[src/rtl/id_ex_register.sv]
// Decode-to-execute pipeline register with stall hold, flush bubble insertion,
// and a saturating counter of bubbles delivered to the execute stage.
module id_ex_register #(
    parameter int DATA_W     = 32,
    parameter int REG_ADDR_W = 5,
    parameter int CNT_W      = 16
) (
    input  logic                  clk_i,
    input  logic                  rst_i,
    input  logic                  stall_i,
    input  logic                  flush_i,
    input  logic                  valid_i,
    input  logic                  regwrite_i,
    input  logic                  memtoreg_i,
    input  logic                  memread_i,
    input  logic                  memwrite_i,
    input  logic                  alusrc_i,
    input  logic                  regdst_i,
    input  logic [1:0]            aluop_i,
    input  logic [DATA_W-1:0]     rs_data_i,
    input  logic [DATA_W-1:0]     rt_data_i,
    input  logic [DATA_W-1:0]     imm_i,
    input  logic [REG_ADDR_W-1:0] rs_addr_i,
    input  logic [REG_ADDR_W-1:0] rt_addr_i,
    input  logic [REG_ADDR_W-1:0] rd_addr_i,
    output logic                  valid_o,
    output logic                  regwrite_o,
    output logic                  memtoreg_o,
    output logic                  memread_o,
    output logic                  memwrite_o,
    output logic                  alusrc_o,
    output logic                  regdst_o,
    output logic [1:0]            aluop_o,
    output logic [DATA_W-1:0]     rs_data_o,
    output logic [DATA_W-1:0]     rt_data_o,
    output logic [DATA_W-1:0]     imm_o,
    output logic [REG_ADDR_W-1:0] rs_addr_o,
    output logic [REG_ADDR_W-1:0] rt_addr_o,
    output logic [REG_ADDR_W-1:0] rd_addr_o,
    output logic [CNT_W-1:0]      bubble_cnt_o
);

    logic                  valid_reg,    valid_next;
    logic                  regwrite_reg, regwrite_next;
    logic                  memtoreg_reg, memtoreg_next;
    logic                  memread_reg,  memread_next;
    logic                  memwrite_reg, memwrite_next;
    logic                  alusrc_reg,   alusrc_next;
    logic                  regdst_reg,   regdst_next;
    logic [1:0]            aluop_reg,    aluop_next;
    logic [DATA_W-1:0]     rs_data_reg,  rs_data_next;
    logic [DATA_W-1:0]     rt_data_reg,  rt_data_next;
    logic [DATA_W-1:0]     imm_reg,      imm_next;
    logic [REG_ADDR_W-1:0] rs_addr_reg,  rs_addr_next;
    logic [REG_ADDR_W-1:0] rt_addr_reg,  rt_addr_next;
    logic [REG_ADDR_W-1:0] rd_addr_reg,  rd_addr_next;
    logic [CNT_W-1:0]      bubble_cnt_reg, bubble_cnt_next;
    logic                  bubble_latched;

    always_comb begin
        valid_next      = valid_reg;
        regwrite_next   = regwrite_reg;
        memtoreg_next   = memtoreg_reg;
        memread_next    = memread_reg;
        memwrite_next   = memwrite_reg;
        alusrc_next     = alusrc_reg;
        regdst_next     = regdst_reg;
        aluop_next      = aluop_reg;
        rs_data_next    = rs_data_reg;
        rt_data_next    = rt_data_reg;
        imm_next        = imm_reg;
        rs_addr_next    = rs_addr_reg;
        rt_addr_next    = rt_addr_reg;
        rd_addr_next    = rd_addr_reg;
        bubble_latched  = 1'b0;

        if (flush_i) begin
            valid_next     = 1'b0;
            regwrite_next  = 1'b0;
            memtoreg_next  = 1'b0;
            memread_next   = 1'b0;
            memwrite_next  = 1'b0;
            alusrc_next    = 1'b0;
            regdst_next    = 1'b0;
            aluop_next     = '0;
            rs_data_next   = '0;
            rt_data_next   = '0;
            imm_next       = '0;
            rs_addr_next   = '0;
            rt_addr_next   = '0;
            rd_addr_next   = '0;
            bubble_latched = 1'b1;
        end else if (!stall_i) begin
            // An invalid slot keeps its datapath fields but loses every
            // control bit that could alter architectural state.
            valid_next     = valid_i;
            regwrite_next  = regwrite_i & valid_i;
            memtoreg_next  = memtoreg_i & valid_i;
            memread_next   = memread_i  & valid_i;
            memwrite_next  = memwrite_i & valid_i;
            alusrc_next    = alusrc_i;
            regdst_next    = regdst_i;
            aluop_next     = aluop_i;
            rs_data_next   = rs_data_i;
            rt_data_next   = rt_data_i;
            imm_next       = imm_i;
            rs_addr_next   = rs_addr_i;
            rt_addr_next   = rt_addr_i;
            rd_addr_next   = rd_addr_i;
            bubble_latched = ~valid_i;
        end

        bubble_cnt_next = bubble_cnt_reg;
        if (bubble_latched && !(&bubble_cnt_reg))
            bubble_cnt_next = bubble_cnt_reg + 1'b1;
    end

    always_ff @(posedge clk_i) begin
        if (!rst_i) begin
            valid_reg      <= 1'b0;
            regwrite_reg   <= 1'b0;
            memtoreg_reg   <= 1'b0;
            memread_reg    <= 1'b0;
            memwrite_reg   <= 1'b0;
            alusrc_reg     <= 1'b0;
            regdst_reg     <= 1'b0;
            aluop_reg      <= '0;
            rs_data_reg    <= '0;
            rt_data_reg    <= '0;
            imm_reg        <= '0;
            rs_addr_reg    <= '0;
            rt_addr_reg    <= '0;
            rd_addr_reg    <= '0;
            bubble_cnt_reg <= '0;
        end else begin
            valid_reg      <= valid_next;
            regwrite_reg   <= regwrite_next;
            memtoreg_reg   <= memtoreg_next;
            memread_reg    <= memread_next;
            memwrite_reg   <= memwrite_next;
            alusrc_reg     <= alusrc_next;
            regdst_reg     <= regdst_next;
            aluop_reg      <= aluop_next;
            rs_data_reg    <= rs_data_next;
            rt_data_reg    <= rt_data_next;
            imm_reg        <= imm_next;
            rs_addr_reg    <= rs_addr_next;
            rt_addr_reg    <= rt_addr_next;
            rd_addr_reg    <= rd_addr_next;
            bubble_cnt_reg <= bubble_cnt_next;
        end
    end

    assign valid_o      = valid_reg;
    assign regwrite_o   = regwrite_reg;
    assign memtoreg_o   = memtoreg_reg;
    assign memread_o    = memread_reg;
    assign memwrite_o   = memwrite_reg;
    assign alusrc_o     = alusrc_reg;
    assign regdst_o     = regdst_reg;
    assign aluop_o      = aluop_reg;
    assign rs_data_o    = rs_data_reg;
    assign rt_data_o    = rt_data_reg;
    assign imm_o        = imm_reg;
    assign rs_addr_o    = rs_addr_reg;
    assign rt_addr_o    = rt_addr_reg;
    assign rd_addr_o    = rd_addr_reg;
    assign bubble_cnt_o = bubble_cnt_reg;

endmodule

[config.mk]
export PLATFORM = sky130hd
export DESIGN_NAME = id_ex_register
export DESIGN_NICKNAME = d
export VERILOG_FILES = /design/src/rtl/id_ex_register.sv
export SDC_FILE = /design/constraint.sdc
export NUM_CORES = 1
export LEC_CHECK = 0
export BUFFER_PORTS_ARGS = -buffer_cell sky130_fd_sc_hd__buf_2
export CAP_MARGIN = 25
export CORE_ASPECT_RATIO = 1.5
export CORE_MARGIN = 1.5
export CORE_UTILIZATION = 45
export CTS_CLUSTER_DIAMETER = 60
export DETAILED_ROUTE_END_ITERATION = 7
export PLACE_DENSITY_LB_ADDON = 0.15
export SYNTH_ARGS = -nofsm -noshare
export SYNTH_HDL_FRONTEND = slang
export SYNTH_SLANG_ARGS = --single-unit
[constraint.sdc]
create_clock -name clk_i -period 2.35 [get_ports clk_i]
set_input_delay 0.47 -clock clk_i [delete_from_list [all_inputs] [get_ports clk_i]]
set_output_delay 0.47 -clock clk_i [all_outputs]
set_load 0.02 [all_outputs]
==> flow_metrics.tcl <==
set metrics [dict create \
    status "complete, no violations" \
    first_pass_iters 4 \
    synth_edf_count 0 \
    std_cell_rows 47 \
    fillerInstances 953 \
    ys_ff_latch 136 \
    yosysTopAreaCell "dfxtp_1" \
    syn_area_mm2 0.00502 \
    clk_latency_ns 0.40 \
    async_reset_ff_frac 0 \
    drv_cap 0 \
    numCtsBuffers 17 \
    gp_congestion 0.800 \
    finalHoldViolCount 0 \
    fp.coreArea_mm2 0.0109 \
    vias_per_cell 4.89 \
    cts_tree "yes" \
    synth_fa_ha_area_frac 0.00249 \
    arrival_ns 2.44 \
    synth_top_area_frac 0.542 \
    syn_nets 619 \
    track_usage 0.218 \
    instances_no_fill 905 \
    synth_xor_area_frac 0 \
    post_cts_resized 0 \
    power.leakage_uw 0.00360 \
    die_w_um 89.2 \
    hpwl_um 9480 \
    place_inst 872 \
    clkTransAtPathRegs_ns 0.06 \
    max_freq_mhz 474 \
    yosys-top-cells-area "dfxtp_1 54%, mux2i_1 24%, nor2_1 9.0%, clkbuf_1 1.5%, a21oi_1 1.1%" \
    ios 260 \
    clock-sinks 136 \
    setup_viol 0 \
    irDropWorstVdd_v 0.000434 \
    critical_path_class "register to register" \
    p_per_area_mw_per_mm2 796 \
    place.port_buffers 259 \
    vias 4423 \
    ys_seq_area_frac 0.542 \
    maxSlewViolCount 0 \
    synthFlopType "dfxtp_1" \
    grt_pass1_wl_um 20000 \
    synth_compound_area_frac 0.0419 \
    yosys_warnings 0 \
    skew_ns 0.0128 \
    synthTopCellsByCount "136 x dfxtp_1, 122 x mux2i_1, 121 x nor2_1" \
    grt_pass1_vias 4419 \
    drt-total-wl_um 13000 \
    dieArea_mm2 0.0118 \
    clockBufferDepth 2 \
    clockRootBuffer "clkbuf_16" \
    wire_per_inst_um 14.3 \
    start_util 0.459 \
    die_y_um 132 \
    syn_to_final_growth_pct 40.4 \
    synth_cells 494 \
    drive_gt1_frac 0.390 \
    drc_errors 0 \
    layout_min_cycle_time_ns 2.11 \
    finalSetupTns_ns 0 \
    required_ns 2.68 \
    yosysMostFrequentCell "dfxtp_1" \
    start_kind "register" \
    post-route-period-util 0.897 \
    setup.worst_path.end_class "register" \
    drtAntennaViolNets 0 \
    maxSlewHeadroom 0.438 \
    h-tree-depth 4 \
    hold_buffers 0 \
    nets 869 \
    muxShareOfSynthArea 0.243 \
    postCtsSetupBuffers 0 \
    hp-class "input port to register" \
    grt_max_degree 122 \
    crit_fanout 8 \
    yosys.cell_types.count 30 \
    synth_simple_gate_area_frac 0.141 \
    antenna_found_initial 2 \
    synth_top_family_by_area "multiplexers" \
    rsz0062_at_grt "no" \
    worstMarginPinSlew_ns 0.843 \
    dr.first_iter.drc_count 134 \
    avgSynthCellArea_um2 10.2 \
    grt_overflow_total 0 \
]
[final timing paths]
kind	from	endpoint	slack (ns)	cells past startpoint
max	bubble_cnt_o[0]$_SDFFE_PN0P_	bubble_cnt_o[14]$_SDFFE_PN0P_	0.24	5
min	imm_i[31]	imm_o[31]$_SDFFE_PP0N_	0.29	3
max reg2reg	bubble_cnt_o[0]$_SDFFE_PN0P_	bubble_cnt_o[14]$_SDFFE_PN0P_	0.24	5
min reg2reg	bubble_cnt_o[4]$_SDFFE_PN0P_	bubble_cnt_o[4]$_SDFFE_PN0P_	0.49	2
[metal layers]
metal	global-route usage	wire (um)	vias up
met3	0.0914	1010	28
li1	-	-	2183
met4	0.108	419	0
met5	0	0	-
met2	0.386	6950	175
met1	0.210	4590	2037
[report_power, final]
group | total [uW] | internal, uW | switching, uW
Sequential | 2420 | 2380 | 38.0
Combinational | 539 | 242 | 297
Clock | 2650 | 1690 | 958
Total | 5610 | 4310 | 1290
[registers in the layout, summed over array words and instances, names as in the netlist, 2 cells and up]
register / cells
bubble_cnt_o: 16
aluop_o: 2
rd_addr_o: 5
rs_data_o: 32
rt_data_o: 32
rs_addr_o: 5
rt_addr_o: 5
imm_o: 32
[layout by cell type, fill, tap and decap left out, types with 4 or more instances in the layout]
cell / n
or4_1: 6
a21oi_1: 11
inv_1: 6
o21ai_0: 5
a22oi_1: 4
clkinvlp_4: 4
clkbuf_16: 17
nor2_1: 121
nand2_1: 13
nand3_1: 6
mux2i_1: 122
dfxtp_1: 136
buf_2: 258
nand2b_1: 5
[per-stage QoR]
step	hold slack [ns]	power, uW	worst slack (ns)	area, um2	utilization
after global routing	0.281	5830	0.142	7050	0.644
final	0.294	5610	0.242	7050	0.644
after CTS	0.278	5670	0.236	7040	0.644
after global placement	0.467	2990	0.238	6450	0.590
after floorplan	0.552	2790	0.250	5020	-
after detailed placement	0.478	3010	0.228	6450	0.590
[kinds of logic (layout without fill, tap and decap cells)]
logic type,Yosys count,in the layout
simple gates,166,166
compound gates,32,32
other cells,0,2
fa+ha+maj,1,1
buf+inv,37,299
flops,136,136
mux,122,122
[critical path, stage by stage, from the launching register on]
cell     delay, ns
dfxtp_1       0.41
ha_1          0.23
nand2_1       0.09
or4_1         0.66
or4_1         0.52
a21oi_1       0.14
[area by class of cell]
class	instances	area [um2]	share of cell area
timing repair buffer	262	1360	0.193
sequential	136	2720	0.386
clock inverter	11	148	0.0209
inverter	6	22.5	0.00320
multi-input combinational	321	2160	0.306
antenna	2	5.00	0.000710
clock buffer	20	447	0.0634
tap	147	184	0.0261
Power figures use the tool's default switching activity.
